### config.mk
export PLATFORM = sky130hd
export DESIGN_NAME = ac_sequencer
export DESIGN_NICKNAME = d
export VERILOG_FILES = /design/src/rtl/ac_sequencer.sv
export SDC_FILE = /design/constraint.sdc
export NUM_CORES = 1
export LEC_CHECK = 0
export ABC_AREA = 1
export CAP_MARGIN = 20
export CORE_ASPECT_RATIO = 1.1
export CORE_MARGIN = 2
export CORE_UTILIZATION = 45
export CTS_CLUSTER_DIAMETER = 30
export DETAILED_ROUTE_END_ITERATION = 10
export HOLD_SLACK_MARGIN = 0.12
export MAX_ROUTING_LAYER = met4
export PLACE_DENSITY = 0.89
export SETUP_SLACK_MARGIN = 0.15
export SLEW_MARGIN = 20
export SYNTH_ARGS = -nofsm -noshare
export SYNTH_HDL_FRONTEND = slang
export SYNTH_SLANG_ARGS = --single-unit
### constraint.sdc
create_clock -name clk -period 3.7 [get_ports clk]
set_clock_uncertainty 0.1 [all_clocks]
set_input_delay 0.925 -clock clk [delete_from_list [all_inputs] [get_ports clk]]
set_output_delay 0.925 -clock clk [all_outputs]
set_load 0.01 [all_outputs]
### src/rtl/ac_sequencer.sv
// Accumulator/link controller: accepts one AC command at a time, fetches a memory
// operand when needed, fires the one-hot ALU opcode for one cycle and writes back AC/E.
module ac_sequencer (
  input  logic        clk,
  input  logic        rst,
  input  logic        cmd_valid,
  output logic        cmd_ready,
  input  logic [3:0]  cmd_op,
  input  logic [11:0] cmd_addr,
  input  logic [15:0] inpr,
  output logic        mem_req,
  output logic [11:0] mem_addr,
  input  logic        mem_ack,
  input  logic [15:0] mem_rdata,
  output logic [15:0] alu_ac,
  output logic [15:0] alu_dr,
  output logic [15:0] alu_inpr,
  output logic [6:0]  alu_opcode,
  input  logic [16:0] alu_out,
  output logic [15:0] ac,
  output logic        e,
  output logic        busy,
  output logic        done,
  output logic        err
);

  typedef enum logic [1:0] {IDLE, READ, EXEC, DONE} state_t;

  localparam logic [3:0] OP_AND = 4'd0, OP_ADD = 4'd1, OP_LDA = 4'd2, OP_INP = 4'd3,
                         OP_CMA = 4'd4, OP_CIR = 4'd5, OP_CIL = 4'd6, OP_CLA = 4'd7,
                         OP_CLE = 4'd8, OP_CME = 4'd9, OP_INC = 4'd10;

  state_t      state_q, state_d;
  logic [15:0] ac_q, ac_d, dr_q, dr_d;
  logic        e_q, e_d;
  logic [3:0]  op_q, op_d;
  logic [11:0] addr_q, addr_d;
  logic        mem_req_q, mem_req_d;
  logic        done_q, done_d;
  logic        err_q, err_d;
  logic [16:0] inc_sum;

  always_ff @(posedge clk or posedge rst) begin
    if (rst) begin
      state_q   <= IDLE;
      ac_q      <= '0;
      dr_q      <= '0;
      e_q       <= 1'b0;
      op_q      <= '0;
      addr_q    <= '0;
      mem_req_q <= 1'b0;
      done_q    <= 1'b0;
      err_q     <= 1'b0;
    end else begin
      state_q   <= state_d;
      ac_q      <= ac_d;
      dr_q      <= dr_d;
      e_q       <= e_d;
      op_q      <= op_d;
      addr_q    <= addr_d;
      mem_req_q <= mem_req_d;
      done_q    <= done_d;
      err_q     <= err_d;
    end
  end

  always_comb begin
    state_d = state_q;
    unique case (state_q)
      IDLE: if (cmd_valid) begin
        if (cmd_op <= OP_LDA)      state_d = READ;
        else if (cmd_op <= OP_INC) state_d = EXEC;
      end
      READ: if (mem_ack) state_d = EXEC;
      EXEC: state_d = DONE;
      DONE: state_d = IDLE;
      default: state_d = IDLE;
    endcase
  end

  assign inc_sum = {1'b0, ac_q} + 17'd1;

  always_comb begin
    ac_d      = ac_q;
    e_d       = e_q;
    dr_d      = dr_q;
    op_d      = op_q;
    addr_d    = addr_q;
    mem_req_d = 1'b0;
    done_d    = 1'b0;
    err_d     = 1'b0;
    unique case (state_q)
      IDLE: if (cmd_valid) begin
        op_d      = cmd_op;
        addr_d    = cmd_addr;
        mem_req_d = (cmd_op <= OP_LDA);
        err_d     = (cmd_op > OP_INC);
      end
      READ: begin
        mem_req_d = !mem_ack;
        if (mem_ack) dr_d = mem_rdata;
      end
      EXEC: begin
        done_d = 1'b1;
        // Shifts and E-only ops are done here so ALU shift feedback is never needed.
        case (op_q)
          OP_AND, OP_LDA, OP_INP, OP_CMA: ac_d = alu_out[15:0];
          OP_ADD: {e_d, ac_d} = alu_out;
          OP_CIR: begin ac_d = {e_q, ac_q[15:1]}; e_d = ac_q[0];  end
          OP_CIL: begin ac_d = {ac_q[14:0], e_q}; e_d = ac_q[15]; end
          OP_CLA: ac_d = '0;
          OP_CLE: e_d  = 1'b0;
          OP_CME: e_d  = ~e_q;
          OP_INC: {e_d, ac_d} = inc_sum;
          default: ;
        endcase
      end
      default: ;
    endcase
  end

  always_comb begin
    cmd_ready  = (state_q == IDLE);
    busy       = (state_q != IDLE);
    alu_opcode = '0;
    if (state_q == EXEC) begin
      case (op_q)
        OP_AND:  alu_opcode = 7'b0000001;
        OP_ADD:  alu_opcode = 7'b0000010;
        OP_LDA:  alu_opcode = 7'b0000100;
        OP_INP:  alu_opcode = 7'b0001000;
        OP_CMA:  alu_opcode = 7'b0010000;
        default: alu_opcode = 7'b0000000;
      endcase
    end
  end

  assign mem_req  = mem_req_q;
  assign mem_addr = addr_q;
  assign alu_ac   = ac_q;
  assign alu_dr   = dr_q;
  assign alu_inpr = inpr;
  assign ac       = ac_q;
  assign e        = e_q;
  assign done     = done_q;
  assign err      = err_q;

endmodule
==> metrics <==
setup TNS=0 ns; share of the synthesized area in the top cell type=slightly above 40%; # diodes=0; WS Path Type=reg -> out; number of H-tree levels=2; post-layout instance area=~4500 um2; Critical Path RT=between 2 and 3 ns; Tightest Pin Transition=a little under 0.9 ns; crit path max fanout=4; Critical Path End Type=output pin; R2R Setup Slk=roughly 1.6 ns; minimum clock period=roughly 3.2 ns; via count=3081; DRT iter0 DRCs=between 200 and 300; CTS tree=yes; pin count of the biggest net entering global routing=28; Async SR Flop Fraction=between 90% and 100%; worst reg2reg path depth=6; Setup Buffers After CTS=0; total gr overflow=0; CTS Hold Bufs=0; fin util=roughly 61%; Worst Hold Depth=1; clock buffer depth=2; Hold Violations, Final=0; slew margin rel.=between 40% and 50%; die footprint=~8200 um2; top-count cell post-synth=nand2_1; post-DP HPWL=about 6500 um; PD cells=slightly above 800 nW/um2; Hold Path Class=reg -> reg; Via density=between 5 and 6; Worst Hold End=mem_addr[8]$_DFFE_PP0P_; TritonCTS Buffers=5; Yosys reg bits=between 50 and 60; maxcap violations=0; share of post-route cells with drive strength above 1=a little under a tenth; CTS Root Cell=clkbuf_8; cells after synthesis=about 430; Pre-Repair DR Iteration Count=5; Final Slew Violations=0; Synth Cell Area=between 3000 and 4000 um2; first-pass GRT wire length=14280 um; total wire length=~8600 um; DIE WIDTH=about 86 um; hold path startpoint=mem_addr[8]$_DFFE_PP0P_; maximum VDD drop=roughly 0.43 mV; CTS sink cnt=54; core area=approximately 7300 um2; vias in the first global route=between 3000 and 4000; worst r2r src=op_q[0]$_DFFE_PP0P_; Post-synth EDFFs=0; Setup crit start=state_q[0]$_DFFE_PP0P_; Final period util=between 80% and 90%; CTS resizes=0; Synth Area per Inst=slightly below 8 um2; most instantiated cells after synthesis=nand2_1 (106), dfrtp_1 (54), nor2_1 (46), buf_4 (37), inv_1 (35); initial antenna violation count=0; Fmax=just over 300 MHz; worst hold margin=about 0.41 ns; synth-to-layout area growth=33.25%; Yosys cell types=31; largest cells by area after synthesis=dfrtp_1 (40%), nand2_1 (12%), mux2_2 (9.4%), buf_4 (8.3%), nor2_1 (5.2%); setup violators final=0; main flop type after synthesis=dfrtp_1; # DRC=0; io pins=between 150 and 200; chip height=about 94 um; Worst Path Arrival=approximately 2.2 ns; area post-placement=4373 um2; PortBufs=about 120; outcome=finished clean; warnings from Yosys=0; nets=approximately 580; CTS clk-pin slew, worst paths=roughly 0.10 ns; gpl congestion=0.9310; worst setup margin=between 0.4 and 0.5 ns; routed len/inst=approximately 14 um; Lkg Pwr=a little under 2 nW; worst-skew pair later-pin latency=approximately 0.31 ns; antenna-violating nets left=0; initial core utilization=between 40% and 50%; cell accounting for the most synthesized area=dfrtp_1; CP startpoint kind=flop; All-Layer GR Usage=between 20% and 30%; reg-to-reg endpoint=ac[14]$_DFFE_PP0P_; pre-CTS setup slack=between 0.8 and 0.9 ns; RSZ-0062 raised after global routing=no; FP Rows=33; sequential element share of the synthesized area=roughly 40%
flip-flops by register name (all words and copies together) (netlist names):
name,cells
done,1
ac,16
err,1
mem_addr,12
mem_req,1
alu_dr,16
op_q,4
state_q,2
e,1
area by class of cell:
cell class                 count  area [um2]
multi-input combinational    288        1531
inverter                      36       135.1
clock inverter                 2       17.52
clock buffer                   6       72.57
timing repair buffer         125        1246
fill                         642        2887
sequential                    54        1351
tap                           87       108.9
power by group:
part	switching (mW)	internal [mW]
clock network	0.206	0.138
logic	1.03	1.08
registers	0.308	0.879
total	1.54	2.09
stage by stage:
step,std cells,power (mW)
after CTS,598,3.656
after global routing,598,3.941
after global placement,590,3.230
after detailed placement,590,3.303
final,598,3.636
after floorplan,426,2.443
cell families (layout without fill, tap and decap cells):
logic type / after synthesis / in the layout / synth area share (%)
buffers and inverters: 84 / 169 / 14.05
other: 1 / 2 / 0.1120
DFF: 54 / 54 / 40.34
adders and majority gates: 5 / 5 / 1.868
muxes: 28 / 28 / 9.413
AOI/OAI and AO/OA: 59 / 59 / 10.05
and+or+nand+nor: 194 / 194 / 24.17
layer usage:
layer / part of all wire, % / global-route usage [%] / up-vias
met5: 0 / - / -
met1: 40 / 27.29 / 1437
li1: - / - / 1499
met3: 6.7 / 3.409 / 17
met4: 1.7 / 7.682 / 0
met2: 51 / 38.63 / 128
cells in the final DEF (no fill, tap or decap), types with 2 or more instances in the layout:
master             n
a21oi_2            2
ha_1               5
nand2_1          106
nor3_1             4
conb_1             2
nor2_4             2
mux2_2            28
a21oi_1           17
inv_1             34
clkdlybuf4s50_1  123
o21ai_1            4
nand2_2            2
buf_4              2
o21ai_0           26
dfrtp_1           54
o211ai_1           2
o21bai_1           4
nor2_1            46
nand3_1           27
inv_2              2
clkbuf_8           5
nand4_1            5
how the worst max path moves through the flow:
stage | slack (ns) | to
after floorplan | 1.36 | ac[0]$_DFFE_PP0P_
after global placement | 0.88 | alu_opcode[2]
after detailed placement | 0.84 | alu_opcode[0]
after CTS | 0.46 | alu_opcode[0]
after global routing | 0.26 | alu_opcode[2]
final | 0.46 | alu_opcode[0]
worst max-delay path: stages, from the launching register on:
cell	delay, ns
dfrtp_1	0.39
inv_1	0.13
ha_1	0.24
inv_1	0.12
nor3_1	0.25
inv_1	0.12
nor2_1	0.11
clkdlybuf4s50_1	0.55
(Power assumes the default switching activity.)
